`src/rtl/fifo_wr_arbiter_if.sv`:
```
// Bundle of requester-side and FIFO-write-side signals around fifo_wr_arbiter.
// The master modport is the arbiter. The slave modport is the requesters plus the FIFO.
interface fifo_wr_arbiter_if #(
    parameter int NUM_REQ    = 4,
    parameter int FIFO_WIDTH = 8,
    parameter int FIFO_DEPTH = 8
);
    localparam int PTR_W = $clog2(NUM_REQ);
    localparam int CNT_W = $clog2(FIFO_DEPTH) + 1;

    logic [NUM_REQ-1:0]            req;
    logic [NUM_REQ*FIFO_WIDTH-1:0] reqData;
    logic [NUM_REQ-1:0]            gnt;
    logic                          fifoWrEn;
    logic [FIFO_WIDTH-1:0]         fifoWrData;
    logic [CNT_W-1:0]              fifoDataCount;
    logic                          busy;
    logic [PTR_W-1:0]              owner;

    modport master (
        input  req, reqData, fifoDataCount,
        output gnt, fifoWrEn, fifoWrData, busy, owner
    );

    modport slave (
        output req, reqData, fifoDataCount,
        input  gnt, fifoWrEn, fifoWrData, busy, owner
    );
endinterface

```
`src/rtl/fifo_wr_arbiter.sv`:
```
// Round-robin burst arbiter in front of a single FIFO write port.
// Admission is credit-gated on the FIFO occupancy, so the FIFO never sees a write while it is full.
module fifo_wr_arbiter #(
    parameter int NUM_REQ    = 4,
    parameter int FIFO_WIDTH = 8,
    parameter int FIFO_DEPTH = 8,
    parameter int MAX_BURST  = 4
) (
    input  logic              clk,
    input  logic              reset,
    fifo_wr_arbiter_if.master bus
);
    localparam int PTR_W = $clog2(NUM_REQ);
    localparam int CNT_W = $clog2(FIFO_DEPTH) + 1;
    localparam int SPC_W = CNT_W + 1;
    localparam int BC_W  = $clog2(MAX_BURST) + 1;

    typedef enum logic {IDLE, BURST} state_t;

    state_t                stateReg;
    logic [PTR_W-1:0]      rrPtrReg;
    logic [PTR_W-1:0]      ownerReg;
    logic [BC_W-1:0]       burstCntReg;
    logic                  fifoWrEnReg;
    logic [FIFO_WIDTH-1:0] fifoWrDataReg;
    logic                  busyReg;

    logic [FIFO_WIDTH-1:0] reqWord [NUM_REQ];
    logic [SPC_W-1:0]      pending;
    logic                  space;
    logic                  found;
    logic [PTR_W-1:0]      winner;
    logic [PTR_W-1:0]      cand;
    int                    searchIdx;
    logic                  grantValid;
    logic [PTR_W-1:0]      grantIdx;
    logic [BC_W-1:0]       burstNext;
    logic                  lastBeat;

    function automatic logic [PTR_W-1:0] nextIdx(input logic [PTR_W-1:0] idx);
        return (int'(idx) == NUM_REQ - 1) ? '0 : idx + PTR_W'(1);
    endfunction

    generate
        for (genvar gi = 0; gi < NUM_REQ; gi++) begin : g_req
            assign reqWord[gi] = bus.reqData[gi*FIFO_WIDTH +: FIFO_WIDTH];
            assign bus.gnt[gi] = grantValid && (grantIdx == PTR_W'(gi));
        end
    endgenerate

    // The registered write is not yet in fifoDataCount, so count it as already occupying a slot.
    assign pending = {1'b0, bus.fifoDataCount} + {{(SPC_W-1){1'b0}}, fifoWrEnReg};
    assign space   = pending < SPC_W'(FIFO_DEPTH);

    always_comb begin
        found     = 1'b0;
        winner    = '0;
        cand      = '0;
        searchIdx = 0;
        for (int k = 0; k < NUM_REQ; k++) begin
            searchIdx = int'(rrPtrReg) + k;
            if (searchIdx >= NUM_REQ) begin
                searchIdx = searchIdx - NUM_REQ;
            end
            cand = PTR_W'(searchIdx);
            if (!found && bus.req[cand]) begin
                found  = 1'b1;
                winner = cand;
            end
        end
    end

    always_comb begin
        grantValid = 1'b0;
        grantIdx   = winner;
        if (reset) begin
            if (stateReg == IDLE) begin
                grantValid = found && space;
                grantIdx   = winner;
            end else begin
                grantValid = bus.req[ownerReg] && space;
                grantIdx   = ownerReg;
            end
        end
    end

    assign burstNext = burstCntReg + BC_W'(1);
    assign lastBeat  = (burstNext == BC_W'(MAX_BURST));

    always_ff @(posedge clk) begin
        if (!reset) begin
            stateReg      <= IDLE;
            rrPtrReg      <= '0;
            ownerReg      <= '0;
            burstCntReg   <= '0;
            fifoWrEnReg   <= 1'b0;
            fifoWrDataReg <= '0;
            busyReg       <= 1'b0;
        end else begin
            fifoWrEnReg <= grantValid;
            if (grantValid) begin
                fifoWrDataReg <= reqWord[grantIdx];
            end
            case (stateReg)
                IDLE: begin
                    if (grantValid) begin
                        ownerReg    <= winner;
                        burstCntReg <= BC_W'(1);
                        if (MAX_BURST == 1) begin
                            rrPtrReg <= nextIdx(winner);
                        end else begin
                            stateReg <= BURST;
                            busyReg  <= 1'b1;
                        end
                    end
                end
                BURST: begin
                    // Other requesters are not looked at here; a stalled owner keeps the port.
                    if (bus.req[ownerReg]) begin
                        if (space) begin
                            burstCntReg <= burstNext;
                            if (lastBeat) begin
                                stateReg <= IDLE;
                                busyReg  <= 1'b0;
                                rrPtrReg <= nextIdx(ownerReg);
                            end
                        end
                    end else begin
                        stateReg <= IDLE;
                        busyReg  <= 1'b0;
                        rrPtrReg <= nextIdx(ownerReg);
                    end
                end
            endcase
        end
    end

    assign bus.fifoWrEn   = fifoWrEnReg;
    assign bus.fifoWrData = fifoWrDataReg;
    assign bus.busy       = busyReg;
    assign bus.owner      = ownerReg;
endmodule

```
`src/flat_wrapper.sv`:
```
// flat-port wrapper written by rule: the top's interface ports become plain ports
module fifo_wr_arbiter_flat 
#(
    parameter int NUM_REQ    = 4,
    parameter int FIFO_WIDTH = 8,
    parameter int FIFO_DEPTH = 8,
    parameter int MAX_BURST  = 4
)
  (clk, reset, bus_req, bus_reqData, bus_fifoDataCount, bus_gnt, bus_fifoWrEn, bus_fifoWrData, bus_busy, bus_owner);
  fifo_wr_arbiter_if #(.NUM_REQ(NUM_REQ), .FIFO_WIDTH(FIFO_WIDTH), .FIFO_DEPTH(FIFO_DEPTH)) bus_i ();
  input  logic clk;
  input  logic reset;
  input wire logic [$bits(bus_i.req)-1:0] bus_req;
  input wire logic [$bits(bus_i.reqData)-1:0] bus_reqData;
  input wire logic [$bits(bus_i.fifoDataCount)-1:0] bus_fifoDataCount;
  output wire logic [$bits(bus_i.gnt)-1:0] bus_gnt;
  output wire logic [$bits(bus_i.fifoWrEn)-1:0] bus_fifoWrEn;
  output wire logic [$bits(bus_i.fifoWrData)-1:0] bus_fifoWrData;
  output wire logic [$bits(bus_i.busy)-1:0] bus_busy;
  output wire logic [$bits(bus_i.owner)-1:0] bus_owner;
  assign bus_i.req = bus_req;
  assign bus_i.reqData = bus_reqData;
  assign bus_i.fifoDataCount = bus_fifoDataCount;
  assign bus_gnt = bus_i.gnt;
  assign bus_fifoWrEn = bus_i.fifoWrEn;
  assign bus_fifoWrData = bus_i.fifoWrData;
  assign bus_busy = bus_i.busy;
  assign bus_owner = bus_i.owner;
  fifo_wr_arbiter #(.NUM_REQ(NUM_REQ), .FIFO_WIDTH(FIFO_WIDTH), .FIFO_DEPTH(FIFO_DEPTH), .MAX_BURST(MAX_BURST)) u_core (.clk(clk), .reset(reset), .bus(bus_i));
endmodule
```
`config.mk`:
```
export PLATFORM = sky130hd
export DESIGN_NAME = fifo_wr_arbiter_flat
export DESIGN_NICKNAME = d
export VERILOG_FILES = /design/src/rtl/fifo_wr_arbiter_if.sv /design/src/rtl/fifo_wr_arbiter.sv /design/src/flat_wrapper.sv
export SDC_FILE = /design/constraint.sdc
export NUM_CORES = 1
export LEC_CHECK = 0
export ABC_AREA = 1
export BUFFER_PORTS_ARGS = -buffer_cell sky130_fd_sc_hd__buf_2
export CORE_ASPECT_RATIO = 1.2
export CORE_MARGIN = 4
export CORE_UTILIZATION = 49
export CTS_BUF_LIST = sky130_fd_sc_hd__clkbuf_16
export CTS_CLUSTER_DIAMETER = 150
export DETAILED_ROUTE_END_ITERATION = 10
export PLACE_DENSITY = 0.81
export SETUP_SLACK_MARGIN = 0.5
export SLEW_MARGIN = 30
export SYNTH_ARGS = -nofsm -noshare
export SYNTH_HDL_FRONTEND = slang
export SYNTH_SLANG_ARGS = --single-unit
```
`constraint.sdc`:
```
create_clock -name clk -period 2.4 [get_ports clk]
set_clock_uncertainty 0.1 [all_clocks]
set_input_delay 0.48 -clock clk [delete_from_list [all_inputs] [get_ports clk]]
set_output_delay 0.48 -clock clk [all_outputs]
set_load 0.05 [all_outputs]
```
Word level (Yosys, flattened, before mapping) --
Index checks and enable logic that the tools add are counted.
Storage, ports and cells: register bits 18, input bits 42, output and inout port bits 16
Cells by class: add/sub/neg operators 10, magnitude comparators 11, equality and inequality tests 12, mux-type cells 47, bitwise logic cells 2, reductions and logical operators 17
Operators with widths (count):
- 2-bit 2-to-1 mux | 14
- 1-bit 2-to-1 mux | 19
- 8-bit binary-select mux with 2-bit select | 1
- 8-bit 2-to-1 mux | 2
- 2-bit by 3-bit < comparator with 1-bit output (second input constant) | 5
- 3-bit >= comparator (second input constant) | 4
- 1-bit binary-select mux with 2-bit select | 5
- 1-bit logical AND | 9
- 3-bit 2-to-1 mux | 3
- 3-bit AND reduction | 3
- 2-bit by 1-bit subtractor with 2-bit output (second input constant) | 4
- 2-bit by 2-bit adder with 3-bit output (second input constant) | 2
- 2-bit by 1-bit != test with 1-bit output (second input constant) | 3
- 3-bit != test (second input constant) | 2
- 3-bit case mux with 2 select lines | 1
- 4-bit by 1-bit adder with 5-bit output | 1
- 5-bit by 4-bit < comparator with 1-bit output (second input constant) | 1
- 2-bit by 1-bit equality test with 1-bit output (second input constant) | 2
- 2-bit equality test (second input constant) | 2
- 2-bit != test (second input constant) | 2
- 1-bit case mux with 2 select lines | 2
- 2-bit by 1-bit adder with 3-bit output (second input constant) | 1
- 3-bit by 1-bit adder with 3-bit output (second input constant) | 1
- 3-bit equality test (second input constant) | 1
- other kinds (7) | 9

Logic depth before layout (Yosys ltp) --
depth after elaboration 20, gate-level depth with buffers 16, mapped depth without buffers 16

Least setup slack after synthesis --
No wires, ideal clock.
path kind register to output, start point register u_core.ownerReg[0] (netlist: u_core.bus.owner[0]), end point output bus_gnt[0], arrival 2.543 ns, setup slack -0.723 ns, stages on the path, launching flop included 7, buffers on the path 0, path through dfxtp_1 o211ai_1 nand3_1 nand2_1 nor2_1 o31ai_4 nor3_1
On the way: longest elaborated chain between the ends 6, elaborated cells between the ends (all ways) 9
RTL lines:
- start, declared | RTL line fifo_wr_arbiter.sv:22 | logic [PTR_W-1:0] ownerReg;
- start signal, assigned | RTL line fifo_wr_arbiter.sv:107 | ownerReg <= winner;
- 1-bit binary-select mux with 2-bit select | RTL line fifo_wr_arbiter.sv:81 | grantValid = bus.req[ownerReg] && space;
- 1-bit 2-to-1 mux (implied by the code) | RTL line fifo_wr_arbiter.sv:81
- 1-bit logical AND | RTL line fifo_wr_arbiter.sv:81
- 1-bit 2-to-1 mux | RTL line fifo_wr_arbiter.sv:77 | if (stateReg == IDLE) begin
- 1-bit 2-to-1 mux | RTL line fifo_wr_arbiter.sv:76 | if (reset) begin
- 1-bit logical AND (*) | RTL line fifo_wr_arbiter.sv:47 | assign bus.gnt[gi] = grantValid && (grantIdx == PTR_W'(gi));
- end, declared | RTL line flat_wrapper.sv:16 | output wire logic [$bits(bus_i.gnt)-1:0] bus_gnt;
Every way passes the cells marked *; elsewhere a longest branch is shown, timed or not. The select of a mux whose other input is x is not followed.

Final worst setup path --
start point register u_core.ownerReg[0] (netlist: u_core.bus.owner[0]), end point output bus_gnt[1]
Same word-level chain as after synthesis.

==> impl_summary.md <==
Route
Once detail routing completed, the nets flagged for antenna violations numbered 0. The first-pass detailed-route iteration total is 5. In this run, the number of DRC markers left after iteration 0 of detailed routing was 269.

In the final routed layout, each cell accounts on average for 21.9 um. The routed layout has roughly 2300 vias. After detailed routing, the number of remaining DRC violations is 0. In the routed layout, each cell is associated on average with a via count of about 6.3. Wires add up to 7810 um.

Setup path
The start of the worst register-to-register path is u_core.rrPtrReg[0]. The launching element type of the critical path is a flop. The endpoint kind of the worst setup timing path is an output port. The setup path with the least slack is of type flop to output port. The number of logic stages on the critical path including buffering is 9. The data arrival time of the critical path is between 2 and 2.5 ns. For the worst setup path, the data required time is between 1.5 and 2 ns. Among all stages on the critical path, the largest delay is contributed by sky130_fd_sc_hd__dfxtp_4. Walking the worst path, the cells encountered are a21oi_1 -> o21ai_0 -> nand3_1 -> nand2_1 -> nor2_2 -> o31ai_4 -> buf_12 -> nor3_4 -> buf_6.

The highest cell delay on the worst timing path is between 0.3 and 0.4 ns. Grouping stages by cell kind, the critical path spends the most delay in simple AND/OR/NAND/NOR gates. The number of cells on the worst reg-to-reg path is 19. Of all nets on the critical path, the largest fanout is 9. The count of buffer and inverter cells on the critical path is 2.

In this run the register-to-register setup slack is -0.09 ns. In this run the critical register-to-register path is captured at u_core.bus.owner[1].

Pwr
Dividing total power by cell area gives a power density of 622 nW/um2. For this design the static power due to leakage is 1.32 nW. The worst supply voltage drop on vdd is roughly 0.65 mV. The completed layout was analyzed and its total power is 1.67 mW.

Synth
The primary flip-flop cell chosen by synthesis mapping is sky130_fd_sc_hd__dfxtp_1. The share of the yosys chip area belonging to registers is about a quarter. Of all flip-flops after synthesis, the portion carrying an async set or reset was 0%. The cell count after synthesis is 225. After synthesis, the mean cell area works out to between 6 and 7 um2. The yosys synthesis warning count is 0. The number of flops mapped to enable cells by yosys is 0. The number of distinct library cells after synthesis is 28.

Synthesis inferred 18 register bits. The post-synthesis net count is 270. The cell area after technology mapping is 1470 um2.

Clock network
Clock latency on the worst-skew pair, taken at its later pin, is 0.25 ns. No sink is reached through more buffers than the 2 on the longest clock path. The CTS tree is built. In this run the number of H-tree levels came out at 1. TritonCTS created 3 clock buffers. The master cell of the clock root buffer is sky130_fd_sc_hd__clkbuf_16. For this design, the sink count on the clock tree is 18. The clock-pin transition on the worst setup and hold timing paths is around 0.050 ns.

Worst hold path
The min-delay analysis places its worst path in the category flop to flop. The worst hold path passes through 2 cells. In this run the most critical hold path is launched from u_core.burstCntReg[2]. The worst hold path endpoint is u_core.burstCntReg[2].

Timing
In this run the tightest slew margin relative to its limit is roughly 62%. Dividing the final minimum period by the clock period gives 109%. The number of pins exceeding their max-slew limit in the final report came to 0. The number of setup violations in the final report is 5. The measured slew at the worst slew-check pin is 0.570 ns. The slack of the critical path is -0.214 ns.

Counting I/O delays and the setup requirement, the final critical path takes 2.61 ns. The highest clock frequency the design can meet is 383 MHz. Setup repair after global routing could not meet its margin everywhere. The number of endpoints with negative hold slack in the final report is 0.

Global route
The total global routing overflow is 0. The pin count of the biggest net entering global routing is 19. The total global-route track usage is 28.3%. The number of antenna violations at the first check in global routing is 0. The number of global-route vias before repair was around 1900. The first global-routing pass estimated 8680 um of wire.

Outcome
The checks that failed: setup timing. The run finished, with violations left.

Floorplanning
The floorplan die height is between 60 and 70 um. Once the floorplan was initialized, standard cells occupied 51.7% of the core. The floorplan has 21 rows.

The number of top-level pins is between 50 and 60. The area of the die is 3940 um2. The core area is roughly 2800 um2. The die span in x is 58.0 um.

Place
Input and output buffers added on the ports amount to 57. The total cell area at the placement stage is 2030 um2. The weighted congestion at the end of routability-driven global placement is 0.888.

At the placement stage, the worst setup path has a slack of -0.168 ns. Detailed placement finished with a half-perimeter wire length of roughly 3300 um. The placed cell count is about 330.

Final layout
The area growth from synthesis to layout is 82.6%. Summing all multi-input logic gate instances after layout gives roughly 1300 um2. Once layout is complete, the utilization of the core stands at 94.4%. The number of nets at the end of the flow is 368. The combined flip-flop and latch cell area is between 300 and 400 um2.

The final instance count without filler cells is 356. Fill cells in the final layout number 86. The antenna cell count is 0. Once layout is done, the placed cells without fillers occupy 2680 um2. The share of post-route cells with drive strength above 1 is between 50% and 60%.

Job
The max-capacitance violation count is 0.
-- cell usage after synthesis (all sizes together), types with 3 or more instances --
library cell	count	area share [%]
a21oi	9	3.8
buf	5	3.4
dfxtp	18	25
ha	3	2.6
inv	22	6.0
nand2	64	22
nand3	45	16
nand4	6	2.6
nor2	28	8.2
nor3	4	1.4
o21ai	15	5.4
-- how the worst max path moves through the flow --
stage,start,to,slack (ns)
final,u_core.bus.owner[0],bus_gnt[1],-0.21
after detailed placement,bus_req[0],bus_gnt[1],-0.17
after floorplan,u_core.rrPtrReg[0],bus_gnt[1],-0.005
after global routing,u_core.rrPtrReg[0],bus_gnt[2],-0.29
after CTS,u_core.rrPtrReg[0],bus_gnt[2],-0.07
after global placement,bus_req[0],bus_gnt[1],-0.14
-- cell type report --
| class | count | share of cell area (%) |
|---|---|---|
| repair buffers | 99 | 28.5 |
| clock buffers | 3 | 2.80 |
| inverters | 22 | 4.95 |
| multi-input cells | 179 | 48.1 |
| well taps | 34 | 1.59 |
| clock inverters | 1 | 0.140 |
| flip-flops and latches | 18 | 13.9 |
-- metrics by stage --
step	setup TNS, ns	hold WS (ns)
detailed placement	-0.469	0.377
finish	-0.915	0.401
global route	-1.34	0.408
global placement	-0.366	0.360
CTS	-0.254	0.389
floorplan	-0.00510	0.351
-- worst reg2reg max path, delay by kind of cell (launching register included) --
kind            cells  cell delay [ns]
compound gates      1             0.10
simple gates        7             0.63
flops               1             0.40
buf+inv            11             1.18
-- registers in the layout, summed over array words and instances, names as in the netlist --
register and flops:
u_core.bus.fifoWrEn 1, u_core.burstCntReg 3, u_core.bus.owner 2, u_core.bus.fifoWrData 8
u_core.stateReg 1, u_core.bus.busy 1, u_core.rrPtrReg 2
-- per-layer routing --
layer	wire length [um]	GRT usage, %	vias to the layer above
li1	-	-	945
met1	2630	29.6	1037
met2	3840	57.1	204
met3	762	6.04	73
met4	584	5.51	0
met5	0	0	-
-- placed cells by master, fill, tap and decap left out, types with 4 or more instances in the layout --
| cell | synthesis | layout |
|---|---|---|
| sky130_fd_sc_hd__buf_2 | 1 | 53 |
| sky130_fd_sc_hd__nand3_1 | 42 | 31 |
| sky130_fd_sc_hd__nand2_1 | 48 | 29 |
| sky130_fd_sc_hd__buf_4 | 0 | 21 |
| sky130_fd_sc_hd__nor2_1 | 26 | 19 |
| sky130_fd_sc_hd__buf_6 | 4 | 17 |
| sky130_fd_sc_hd__nand2_4 | 3 | 16 |
| sky130_fd_sc_hd__nand2_2 | 11 | 15 |
| sky130_fd_sc_hd__dfxtp_1 | 18 | 14 |
| sky130_fd_sc_hd__nand3_2 | 3 | 11 |
| sky130_fd_sc_hd__inv_1 | 17 | 11 |
| sky130_fd_sc_hd__o21ai_1 | 8 | 8 |
| sky130_fd_sc_hd__nand4_1 | 6 | 6 |
| sky130_fd_sc_hd__nor2_2 | 0 | 6 |
| sky130_fd_sc_hd__nand2_8 | 2 | 4 |
| sky130_fd_sc_hd__a21oi_1 | 8 | 4 |
| sky130_fd_sc_hd__o21ai_0 | 6 | 4 |
| sky130_fd_sc_hd__nor3_4 | 0 | 4 |
| sky130_fd_sc_hd__clkbuf_16 | 0 | 4 |
| sky130_fd_sc_hd__buf_12 | 0 | 4 |
-- report_power, final --
part	internal (mW)	switching (mW)	leakage [nW]
Combinational	0.386	0.585	1.13
Clock	0.222	0.115	0.0385
Sequential	0.326	0.0326	0.150
-- cells by family after synthesis --
group / after synthesis / synth area share, %
AOI/OAI and AO/OA: 27 / 11.7
xor gates and xnor gates: 1 / 0.597
adders and majority gates: 3 / 2.56
buffers and inverters: 28 / 9.63
and+or+nand+nor: 148 / 51.0
DFF: 18 / 24.6
-- what timing repair did --
| action | 4_1_cts | 5_1_grt |
|---|---|---|
| endpoints found under the setup margin | 18 | 20 |
| buffers inserted | 16 | 8 |
| hold buffers | 0 | 0 |
| cloned | 0 | 1 |
| gates resized for setup | 48 | 38 |
| hold endpoints to repair | 0 | 0 |
| pin swaps | 20 | 30 |
(Power assumes the default switching activity.)
